==> src/rtl/pipeline_controller.sv <==
// pipeline_controller: stall / flush / PC-redirect sequencing for an in-order
// pipeline. Arbitrates peripheral (Wishbone) stalls, branch mispredicts and
// load-use hazards, with a sticky watchdog on long peripheral waits.
// Build option: define PIPE_PERF_CNT_EN to build the stall/flush/redirect
// performance counters; otherwise the counter ports read constant zero.
module pipeline_controller (
  input  logic        clk_i,
  input  logic        rst_i,
  input  logic        load_stall_i,
  input  logic        branch_mispredict_i,
  input  logic [31:0] redirect_pc_i,
  input  logic        peripheral_stall_i,
  output logic        stall_if_o,
  output logic        stall_id_o,
  output logic        flush_if_o,
  output logic        flush_id_o,
  output logic        pc_redirect_en_o,
  output logic [31:0] pc_redirect_o,
  output logic [1:0]  state_o,
  output logic        periph_timeout_o,
  output logic [31:0] stall_cnt_o,
  output logic [31:0] flush_cnt_o,
  output logic [31:0] redirect_cnt_o
);

  typedef enum logic [1:0] {
    ST_RUN         = 2'b00,
    ST_LOAD_BUBBLE = 2'b01,
    ST_REDIRECT    = 2'b10,
    ST_PERIPH_WAIT = 2'b11
  } state_e;

  state_e      state_q, state_d;
  logic        pending_valid_q, pending_valid_d;
  logic [31:0] pending_pc_q, pending_pc_d;
  logic [7:0]  wd_cnt_q, wd_cnt_d;
  logic        timeout_q, timeout_d;

  // Event decode shared by next-state and output logic.
  // A latched redirect is only released on the first non-stalled PERIPH_WAIT
  // cycle; it beats a live mispredict arriving in that same cycle because the
  // older mispredict is the architecturally earlier one.
  // Load hazards are ignored in LOAD_BUBBLE (bubble already inserted) and in
  // REDIRECT (the ID stage holds a squashed instruction).
  logic issue_pending;
  logic take_redirect;
  logic load_honored;
  logic take_load;
  logic [31:0] redirect_target;

  assign issue_pending   = (state_q == ST_PERIPH_WAIT) && !peripheral_stall_i && pending_valid_q;
  assign take_redirect   = !peripheral_stall_i && (issue_pending || branch_mispredict_i);
  assign load_honored    = (state_q == ST_RUN) || (state_q == ST_PERIPH_WAIT);
  assign take_load       = !peripheral_stall_i && !take_redirect && load_stall_i && load_honored;
  assign redirect_target = issue_pending ? pending_pc_q : redirect_pc_i;

  // State register.
  always_ff @(posedge clk_i) begin
    if (rst_i) begin
      state_q <= ST_RUN;
    end else begin
      state_q <= state_d;
    end
  end

  // Next-state selection in fixed priority: peripheral, redirect, load.
  always_comb begin
    state_d = ST_RUN;
    if (peripheral_stall_i) begin
      state_d = ST_PERIPH_WAIT;
    end else if (take_redirect) begin
      state_d = ST_REDIRECT;
    end else if (take_load) begin
      state_d = ST_LOAD_BUBBLE;
    end
  end

  // Outputs from state plus live inputs; everything forced quiet during reset.
  always_comb begin
    stall_if_o       = 1'b0;
    stall_id_o       = 1'b0;
    flush_if_o       = 1'b0;
    flush_id_o       = 1'b0;
    pc_redirect_en_o = 1'b0;
    pc_redirect_o    = 32'h0;
    if (!rst_i) begin
      if (peripheral_stall_i) begin
        stall_if_o = 1'b1;
        stall_id_o = 1'b1;
      end else if (take_redirect) begin
        pc_redirect_en_o = 1'b1;
        pc_redirect_o    = redirect_target;
        flush_if_o       = 1'b1;
        flush_id_o       = 1'b1;
      end else if (take_load) begin
        stall_if_o = 1'b1;
        flush_id_o = 1'b1;
      end else if (state_q == ST_REDIRECT) begin
        flush_if_o = 1'b1;
      end
    end
  end

  // Pending-redirect capture: a mispredict hidden by a peripheral stall is
  // remembered (first one wins) and dropped once it has been issued.
  always_comb begin
    pending_valid_d = pending_valid_q;
    pending_pc_d    = pending_pc_q;
    if (peripheral_stall_i && branch_mispredict_i && !pending_valid_q) begin
      pending_valid_d = 1'b1;
      pending_pc_d    = redirect_pc_i;
    end else if (issue_pending) begin
      pending_valid_d = 1'b0;
    end
  end

  // Watchdog: saturating run length of consecutive PERIPH_WAIT cycles; clears
  // whenever the wait ends. The timeout flag is sticky until reset.
  always_comb begin
    wd_cnt_d = 8'h00;
    if ((state_q == ST_PERIPH_WAIT) && peripheral_stall_i) begin
      wd_cnt_d = (wd_cnt_q == 8'hFF) ? 8'hFF : wd_cnt_q + 8'h01;
    end
    timeout_d = timeout_q || (wd_cnt_d == 8'hFF);
  end

  // Pending-redirect and watchdog registers.
  always_ff @(posedge clk_i) begin
    if (rst_i) begin
      pending_valid_q <= 1'b0;
      pending_pc_q    <= 32'h0;
      wd_cnt_q        <= 8'h00;
      timeout_q       <= 1'b0;
    end else begin
      pending_valid_q <= pending_valid_d;
      pending_pc_q    <= pending_pc_d;
      wd_cnt_q        <= wd_cnt_d;
      timeout_q       <= timeout_d;
    end
  end

  assign state_o          = state_q;
  assign periph_timeout_o = timeout_q;

`ifdef PIPE_PERF_CNT_EN
  logic [31:0] stall_cnt_q, flush_cnt_q, redirect_cnt_q;

  // Performance counters, free-running and wrapping.
  always_ff @(posedge clk_i) begin
    if (rst_i) begin
      stall_cnt_q    <= 32'h0;
      flush_cnt_q    <= 32'h0;
      redirect_cnt_q <= 32'h0;
    end else begin
      if (stall_if_o)       stall_cnt_q    <= stall_cnt_q + 32'd1;
      if (flush_id_o)       flush_cnt_q    <= flush_cnt_q + 32'd1;
      if (pc_redirect_en_o) redirect_cnt_q <= redirect_cnt_q + 32'd1;
    end
  end

  assign stall_cnt_o    = stall_cnt_q;
  assign flush_cnt_o    = flush_cnt_q;
  assign redirect_cnt_o = redirect_cnt_q;
`else
  assign stall_cnt_o    = 32'h0;
  assign flush_cnt_o    = 32'h0;
  assign redirect_cnt_o = 32'h0;
`endif

endmodule

==> config.mk <==
export PLATFORM = sky130hd
export DESIGN_NAME = pipeline_controller
export DESIGN_NICKNAME = d
export VERILOG_FILES = /design/src/rtl/pipeline_controller.sv
export SDC_FILE = /design/constraint.sdc
export NUM_CORES = 1
export LEC_CHECK = 0
export ABC_AREA = 1
export BUFFER_PORTS_ARGS = -buffer_cell sky130_fd_sc_hd__buf_2
export CAP_MARGIN = 20
export CORE_MARGIN = 2
export CORE_UTILIZATION = 45
export DETAILED_ROUTE_END_ITERATION = 16
export PLACE_DENSITY = 0.82
export SETUP_SLACK_MARGIN = 0.15
export SLEW_MARGIN = 20
export SYNTH_ARGS = -nofsm -noshare
export SYNTH_HDL_FRONTEND = slang
export SYNTH_SLANG_ARGS = --single-unit
==> constraint.sdc <==
create_clock -name clk_i -period 1.6 [get_ports clk_i]
set_input_delay 0.24 -clock clk_i [delete_from_list [all_inputs] [get_ports clk_i]]
set_output_delay 0.24 -clock clk_i [all_outputs]
set_load 0.05 [all_outputs]
After elaboration in Yosys (flattened, before gate mapping)
Index checks and enable logic that the tools add are counted.
- flip-flop bits (word level): 44
- bits in latches: 0
- memory bits (writable): 0
- ROM bits: 0
- input port bits: 37
- word-level logic and storage cells: 55
- memories kept: 0
- $add $sub $neg: 1
- multiply operators: 0
- div/mod/pow operators: 0
- $lt $le $gt $ge: 0
- eq/ne operators: 4
- shifts and indexed selects: 0
- mux-type cells: 28
- bitwise operators: 0
- reduce and logical (&&, ||, !) cells: 17
- operators by type and width (cell ; number):
    $mux 32 ; 4
    $mux 1 ; 20
    $eq 8x8->1 const B ; 2
    $mux 8 ; 2
    $logic_and 1x1->1 ; 9
    $add 8x1->8 const B ; 1
    $eq 2x2->1 const B ; 2
    $mux 2 ; 2
    $logic_not 1->1 ; 3
    $logic_or 1x1->1 ; 3
    $logic_not 2->1 ; 1
    $reduce_bool 2->1 ; 1

Logic depth before layout (Yosys ltp)
Gate-level depths: netlist of run 1.
- depth after elaboration: 13
- depth in mapped cells: 10
- depth with buffers taken out: 9

Worst setup path after synthesis of run 1
No wires, ideal clock.
- kind: register -> output
- from: reg state_q[1] (netlist: state_o[1])
- to: out pc_redirect_o[22]
- arrival: 2.205 ns
- setup slack: -0.845 ns
- cell stages (with the launch flop): 7
- buffers on the path: 1
- cells stage by stage: dfxtp_1 > ha_1 > nand3_2 > nand2_1 > nand2_1 > buf_2 > a21oi_1
- longest elaborated chain between the ends: 8
- elaborated cells on any way between the ends: 9
- RTL lines (what ; line ; source):
    from (decl) ; 33 ; state_e state_q, state_d;
    from (signal assigned) ; 62 ; state_q <= state_d;
    $eq 2x2->1 * ; 51 ; assign issue_pending = (state_q == ST_PERIPH_WAIT) && !peripheral_stall_i && pending_valid_q;
    $logic_and 1x1->1 * (2 in a row) ; 51 ;
    $logic_or 1x1->1 ; 52 ; assign take_redirect = !peripheral_stall_i && (issue_pending || branch_mispredict_i);
    $logic_and 1x1->1 ; 52 ;
    $mux 32 * ; 90 ; end else if (take_redirect) begin
    $mux 32 * ; 87 ; if (peripheral_stall_i) begin
    $mux 32 * ; 86 ; if (!rst_i) begin
    to (decl) ; 18 ; output logic [31:0] pc_redirect_o,
Every way passes the cells marked *; elsewhere a longest branch is shown, timed or not.

Worst setup path in the final report of run 1
- from: reg state_q[1] (netlist: state_o[1])
- to: out pc_redirect_o[25]
Same word-level chain as after synthesis.

==> results.rst, run 1 <==
.. list-table::
   :header-rows: 1

   * - Metric
     - Value
   * - Top-level I/O count
     - 173
   * - Standard-cell row count
     - 29
   * - Worst hold slack
     - 176 ps
   * - Basic-gate share of the synthesized area counting and, or, nand and nor cells
     - 24.4%
   * - Die height
     - about 86 um
   * - RSZ-0062 raised after global routing
     - true
   * - Type of origin of the critical path
     - flip-flop
   * - Worst setup timing slack at the placement stage
     - -74.8 ps
   * - Most frequent standard cell in the layout excluding fill and tap cells
     - sky130_fd_sc_hd__conb_1
   * - Syn avg cell area
     - ~6.6 um2
   * - Largest driver fanout on the critical path
     - 7
   * - Synth Register Bits
     - 44
   * - Total standard cell area after synthesis
     - 2990 um2
   * - Aggregate global routing overflow
     - 0
   * - Combinational family with the most area after synthesis
     - buffers and inverters
   * - Antenna Diode Count
     - 0
   * - First-pass DRT Iterations
     - 4
   * - Result of the run
     - complete, but fails checks
   * - Post-layout utilization of the core
     - 65.9%
   * - Mux share of post-synthesis cell area
     - 0%
   * - Count of final setup violators
     - 36
   * - Worst setup margin
     - -282 ps
   * - Fin cells
     - ~630
   * - Final Net Count
     - approximately 600
   * - Count of maximum capacitance violations
     - 0
   * - Buffers plus inverters on the worst setup path
     - 2
   * - Aggregate routed wire length
     - roughly 7400 um
   * - GRT Resource Usage Total
     - between 10% and 20%
   * - Starting density of the core
     - 46.8%
   * - Max Fclk
     - about 0.53 GHz
   * - Drt first-iter violations
     - 157
   * - Global placement routability congestion
     - around 0.83
   * - DRC errors left
     - 0
   * - Post-layout instance area
     - 4210 um2
   * - Hold/Removal Path Class
     - input pin to flip-flop
   * - Kind of cell adding the most delay to the critical path
     - flip-flops
   * - Kind of end point of the critical path
     - output pin
   * - Arrival time at the worst endpoint
     - around 1600 ps
   * - Power per unit of standard cell area
     - 741 nW/um2
   * - Synth warn
     - 0
   * - Largest net degree at the start of global routing
     - 33
   * - Placeable core area
     - 6390 um2
   * - Leakage power total
     - approximately 2.0 nW
   * - Synth Area in Adders
     - under 10%
   * - Path type of the worst setup path
     - flip-flop to output pin
   * - Largest vdd supply drop
     - around 0.48 mV
   * - Placed cell area
     - about 3700 um2
   * - Cell Count Post-Placement
     - slightly above 600
   * - Die Wd
     - ~86 um
   * - Via count
     - a little under 3k
   * - CP peak stage delay
     - 370 ps
   * - Violated checks
     - negative setup slack
   * - Fraction of final layout cells with drive strength greater than 1
     - roughly 33%
   * - Wirelength per Cell
     - about 12 um
   * - Clock sink total
     - 44
   * - Global-route wire length before repair
     - ~11,000 um
   * - Number of cells produced by synthesis
     - between 400 and 500
   * - Crit share post-route
     - 118%
   * - Die area
     - roughly 7300 um2
   * - Clock tree from TritonCTS
     - done
   * - Cell-by-cell trace of the critical path
     - ha_4 > nand3_4 > nand2_4 > nand2_8 > clkbuf_16 > a21oi_4 > buf_6
   * - Final hold violation count
     - 0
   * - Setup Skew
     - 13.8 ps
   * - Master of the slowest instance on the critical path
     - sky130_fd_sc_hd__dfxtp_4
   * - Num CTS Buffers
     - 5
   * - Number of antenna violations at the first check in global routing
     - 0
   * - Detailed Place HPWL
     - between 5000 and 6000 um
   * - Sequential element share of the synthesized area
     - approximately 29%
   * - Vias in the first global route
     - between 2k and 3k
   * - Clock period minus final worst setup slack
     - between 1500 and 2000 ps
   * - Final antenna-violating net count
     - 0
   * - H-tree levels
     - 2
   * - Relative area change from synthesis to final layout
     - 40.7%
   * - Vias per std cell
     - 4.61
   * - Clock-pin slew on the worst setup and hold paths
     - around 90 ps
   * - Pins over their slew limit
     - 0
   * - Clock root cell
     - sky130_fd_sc_hd__clkbuf_8
   * - Commonest non-fill, non-tap cells in the layout
     - sky130_fd_sc_hd__conb_1 (96), sky130_fd_sc_hd__nand2_1 (86), sky130_fd_sc_hd__nor2_1 (73), sky130_fd_sc_hd__buf_2 (40), sky130_fd_sc_hd__dfxtp_1 (38)
   * - CP required
     - 1360 ps
   * - Number of buffer cells added on primary ports
     - 76
   * - Number of different library cells in the post-synthesis netlist
     - 23
   * - Clock insertion delay at the later pin of the skew report
     - roughly 300 ps
   * - Buffers from clock root to sink, at most
     - 2
   * - Share of the synthesized netlist area taken by xor and xnor gates
     - less than 1%
   * - Post-synthesis compound-gate area fraction
     - 13.5%
kinds of logic after synthesis:
group / Yosys count
xor gates and xnor gates: 1
and+or+nand+nor: 183
buffers and inverters: 144
other: 1
adders and majority gates: 3
DFF: 44
AOI/OAI and AO/OA: 79
final cells by class:
type	instances	area [um2]
Fill cell	506	2180
Multi-Input combinational cell	362	2000
Timing Repair Buffer	108	993
Sequential cell	44	898
Inverter	27	111
Tap cell	77	96.3
Clock buffer	5	68.8
Clock inverter	3	45.0
metal layers:
layer / GRT usage [%] / vias to the layer above / routed length [um]
met3: 3.46 / 8 / 531
met5: 0 / - / 0
met2: 35.4 / 131 / 3960
li1: - / 1420 / -
met1: 22.7 / 1325 / 2840
met4: 5.19 / 0 / 78
path summary, 6_finish.rpt:
| kind | from | to | slack, ps | depth (start not counted) |
|---|---|---|---|---|
| max | state_o[1] | pc_redirect_o[25] | -280 | 7 |
| min | redirect_pc_i[25] | pending_pc_q[25] | 180 | 3 |
| max reg2reg | wd_cnt_q[0] | periph_timeout_o | 270 | 9 |
| min reg2reg | periph_timeout_o | periph_timeout_o | 460 | 2 |
power breakdown:
group	leakage (nW)	total [mW]	switching [mW]	internal [mW]
clock network	0.0591	0.876	0.404	0.472
logic	1.57	1.06	0.838	0.220
registers	0.365	1.19	0.0340	1.15
sequential cells by signal (all words and copies together) (netlist names):
| signal | flops |
|---|---|
| periph_timeout_o | 1 |
| wd_cnt_q | 8 |
| pending_valid_q | 1 |
| pending_pc_q | 32 |
| state_o | 2 |
through the flow:
step	setup TNS (ps)	total power [mW]
3_3_place_gp	-154	2.18
6_report	-8930	3.12
2_1_floorplan	-2000	2.22
5_1_grt	-11620	3.24
4_1_cts	-8650	3.12
3_5_place_dp	-946	2.19
Yosys cell counts:
cell type	instances	area, um2
sky130_fd_sc_hd__nor3_1	1	5.00
sky130_fd_sc_hd__inv_2	2	7.51
sky130_fd_sc_hd__nand2_1	89	334
sky130_fd_sc_hd__nand3_1	10	50.1
sky130_fd_sc_hd__ha_1	3	37.5
sky130_fd_sc_hd__conb_1	1	3.75
sky130_fd_sc_hd__o21ai_0	33	165
sky130_fd_sc_hd__buf_6	1	11.3
sky130_fd_sc_hd__inv_1	25	93.8
sky130_fd_sc_hd__clkbuf_1	8	30.0
sky130_fd_sc_hd__buf_4	97	728
sky130_fd_sc_hd__nand3_2	2	20.0
sky130_fd_sc_hd__buf_2	11	55.1
sky130_fd_sc_hd__nand2_2	2	12.5
sky130_fd_sc_hd__a21oi_1	40	200
sky130_fd_sc_hd__nor2_1	74	278
sky130_fd_sc_hd__o21ai_1	3	15.0
sky130_fd_sc_hd__xnor2_1	1	8.76
sky130_fd_sc_hd__nor2_2	3	18.8
sky130_fd_sc_hd__a21oi_2	2	17.5
sky130_fd_sc_hd__a31oi_1	1	6.26
sky130_fd_sc_hd__dfxtp_1	44	881
sky130_fd_sc_hd__nand4_1	2	12.5
worst min-delay path: stages:
cell,delay (ps)
sky130_fd_sc_hd__buf_2,90
sky130_fd_sc_hd__nor2_1,40
sky130_fd_sc_hd__nor2_1,80
repair_timing:
item / CTS / global route
cloned: 1 / 2
setup endpoints to repair: 37 / 37
setup buffers: 3 / 3
hold buffers: 0 / 0
resized for setup: 85 / 12
pin swaps: 2 / 4
Note: power is estimated with default switching activity, not from simulation.
==> run 2, diff against run 1 <==
- CORE_MARGIN: 2 -> unset
==> run 2 against run 1 <==
  * The run still ends with negative setup slack left
  * Flip-flop and latch count stayed put
  * Cell count is 0.48% lower
  * First-iteration DRC count is 21% lower
  * Via count rose by 0.69%
  * Sequential share of layout area hardly changed
  * Combinational power is essentially flat
  * Maximum frequency is 2.5% lower
  * Cell area is 0.27% lower
  * Clock-buffer cell count rose by 1
  * Largest power group unchanged
==> results.rst, run 2 (synthesis gave the netlist of run 1 again) <==
.. list-table::
   :header-rows: 1

   * - Metric
     - Value
   * - Aggregate global routing overflow
     - 0 (unchanged)
   * - Fin cells
     - 623 (-0.48%)
   * - Wirelength per Cell
     - 12.1 um (+2.3%)
   * - Die height
     - 83.5 um (-2.3%)
   * - Register share of total power
     - 38.6% (+0.6 points)
   * - Die area
     - 6980 um2 (-4.6%)
   * - Post-layout instance area
     - 4200 um2 (-0.27%)
   * - Violated checks
     - negative setup slack
   * - GRT Resource Usage Total
     - 21.1% (+1.9 points)
   * - Placeable core area
     - 6390 um2 (unchanged)
   * - Drt first-iter violations
     - 124 (-21%)
   * - Pins over their slew limit
     - 0 (unchanged)
   * - Final hold violation count
     - 0 (unchanged)
   * - Proportion of power drawn by the clock network
     - 27.1% (-1.0 points)
   * - Largest net degree at the start of global routing
     - 34 (+3.0%)
   * - Cell Count Post-Placement
     - 606 (-0.49%)
   * - Starting density of the core
     - 46.8% (unchanged)
   * - Number of flip-flops under the largest register name
     - 32 (unchanged)
   * - Count of maximum capacitance violations
     - 0 (unchanged)
   * - Internal power
     - 1.83 mW (-0.60%)
   * - RSZ-0062 raised after global routing
     - true
   * - Worst hold slack
     - 185 ps (+9.74 ps)
   * - DRC errors left
     - 0 (unchanged)
   * - Die Wd
     - 83.5 um (-2.3%)
   * - CP required
     - 1360 ps (about the same)
   * - Worst setup margin
     - -332 ps (-49.1 ps)
   * - Aggregate routed wire length
     - 7540 um (+1.8%)
   * - Commonest non-fill, non-tap cells in the layout
     - sky130_fd_sc_hd__conb_1 (96), sky130_fd_sc_hd__nand2_1 (78), sky130_fd_sc_hd__nor2_1 (73), sky130_fd_sc_hd__buf_2 (40), sky130_fd_sc_hd__dfxtp_1 (39)
   * - Antenna Diode Count
     - 0 (unchanged)
   * - Number of antenna violations at the first check in global routing
     - 0 (unchanged)
   * - Path type of the worst setup path
     - flip-flop to output pin
   * - Final Net Count
     - 585 (-0.51%)
   * - Power per unit of standard cell area
     - 732 nW/um2 (-1.2%)
   * - H-tree levels
     - 2 (unchanged)
   * - Clock sink total
     - 44 (unchanged)
   * - Placed cell area
     - 3640 um2 (-0.27%)
   * - Clock tree from TritonCTS
     - done
   * - Arrival time at the worst endpoint
     - 1690 ps (+50 ps)
   * - Clock-pin slew on the worst setup and hold paths
     - 80 ps (about the same)
   * - Clock root cell
     - sky130_fd_sc_hd__clkbuf_8
   * - Combinational cell fraction of total power
     - 34.3% (+0.4 points)
   * - Detailed Place HPWL
     - 4950 um (-5.8%)
   * - Global placement routability congestion
     - 0.817 (-1.1%)
   * - Num CTS Buffers
     - 5 (unchanged)
   * - Via count
     - 2,904 (+0.69%)
   * - Switching power summed over all nets
     - 1.24 mW (-2.7%)
   * - Count of final setup violators
     - 36 (unchanged)
   * - Sw frac
     - 40.4% (-0.52 points)
   * - Buffers from clock root to sink, at most
     - 2 (unchanged)
   * - Final antenna-violating net count
     - 0 (unchanged)
   * - Overall Power
     - 3.07 mW (-1.5%)
   * - Biggest register
     - pending_pc_q
   * - Global-route wire length before repair
     - 12,200 um (+6.6%)
   * - Post-layout utilization of the core
     - 65.7% (-0.18 points)
   * - Clock period minus final worst setup slack
     - 1930 ps (+49.1 ps)
   * - Most frequent standard cell in the layout excluding fill and tap cells
     - sky130_fd_sc_hd__conb_1
   * - Final-layout fill cell count
     - 525 (+3.8%)
   * - Hold/Removal Path Class
     - input pin to flip-flop
   * - Vias in the first global route
     - 2,651 (+4.1%)
   * - Crit share post-route
     - 121% (+3.1 points)
   * - Number of hold buffers added after CTS
     - 0 (unchanged)
   * - Standard-cell row count
     - 29 (unchanged)
   * - Setup Skew
     - 6.38 ps (-7.38 ps)
   * - Vias per std cell
     - 4.66 (+1.2%)
   * - Leakage power total
     - 1.98 nW (-0.50%)
   * - Number of buffer cells added on primary ports
     - 76 (unchanged)
   * - Max Fclk
     - 0.518 GHz (-2.5%)
   * - Clock insertion delay at the later pin of the skew report
     - 290 ps (about the same)
   * - Type of origin of the critical path
     - flip-flop
   * - First-pass DRT Iterations
     - 5 (+1)
   * - Fraction of final layout cells with drive strength greater than 1
     - 33.2% (+0.55 points)
   * - Kind of end point of the critical path
     - output pin
   * - Top-level I/O count
     - 173 (unchanged)
   * - Largest driver fanout on the critical path
     - 11 (+4)
   * - Largest vdd supply drop
     - 0.421 mV (-12%)
   * - Result of the run
     - complete, but fails checks
   * - Relative area change from synthesis to final layout
     - 40.3%
## run 2: cell types whose count changed in the layout (fill, tap and decap cells not counted), moves of 2 or more
cell and delta:
sky130_fd_sc_hd__o21ai_1 +2, sky130_fd_sc_hd__buf_4 -3, sky130_fd_sc_hd__buf_12 +2, sky130_fd_sc_hd__nand2_2 +8, sky130_fd_sc_hd__nand2_1 -8
## run 2: metal layers
layer  vias to the layer above  wire length (um)  GRT usage (%)  part of all wire [%]
met1                      1324              3010           25.2                    40
met4                         0               138           6.16                   1.8
met2                       156              3860           38.1                    51
met5                         -                 0              0                     0
li1                       1411                 -              -                     -
met3                        13               536           4.25                   7.1
## run 2: metrics by stage
stage               setup slack [ps]  TNS [ps]
floorplan                      -63.5     -2000
global placement               -47.1      -550
detailed placement             -78.9     -1190
CTS                             -269     -8590
global route                    -382    -11570
finish                          -332     -8770
## run 2: power by group through the flow
stage / combinational (mW) / sequential [mW] / clock (mW)
6_report: 1.05 / 1.19 / 0.833
3_5_place_dp: 0.973 / 1.21 / 0
4_1_cts: 1.03 / 1.19 / 0.850
3_3_place_gp: 0.963 / 1.21 / 0
2_1_floorplan: 1.00 / 1.22 / 0
5_1_grt: 1.11 / 1.19 / 0.900
## run 2: cell type report
class | instances | area, um2 | share of cell area (%)
multi-input cells | 362 | 2000 | 47.6
repair buffers | 105 | 985 | 23.5
flip-flops and latches | 44 | 895 | 21.3
inverters | 27 | 115 | 2.74
well taps | 77 | 96.3 | 2.30
clock buffers | 6 | 72.6 | 1.73
clock inverters | 2 | 35.0 | 0.835
## run 2: worst paths after layout
| kind | startpoint | to | slack, ps | depth (start not counted) |
|---|---|---|---|---|
| worst min register to register | periph_timeout_o | periph_timeout_o | 480 | 2 |
| worst min-delay path | redirect_pc_i[26] | pending_pc_q[26] | 190 | 3 |
| worst max-delay path | state_o[0] | pc_redirect_o[0] | -330 | 7 |
| worst max register to register | wd_cnt_q[0] | periph_timeout_o | 240 | 9 |
## run 2: critical path, stage by stage, from the launching register on
cell,delay (ps)
sky130_fd_sc_hd__dfxtp_4,360
sky130_fd_sc_hd__ha_4,160
sky130_fd_sc_hd__nand3_4,90
sky130_fd_sc_hd__buf_4,150
sky130_fd_sc_hd__buf_12,130
sky130_fd_sc_hd__nand2_1,110
sky130_fd_sc_hd__a21oi_4,200
sky130_fd_sc_hd__buf_6,180
## run 2: repair_timing
action / CTS / global route
pin swaps: 3 / 1
gates resized for setup: 86 / 14
setup endpoints to repair: 37 / 38
buffers inserted: 2 / 3
gates cloned: 2 / 2
endpoints found under the hold margin: 0 / 0
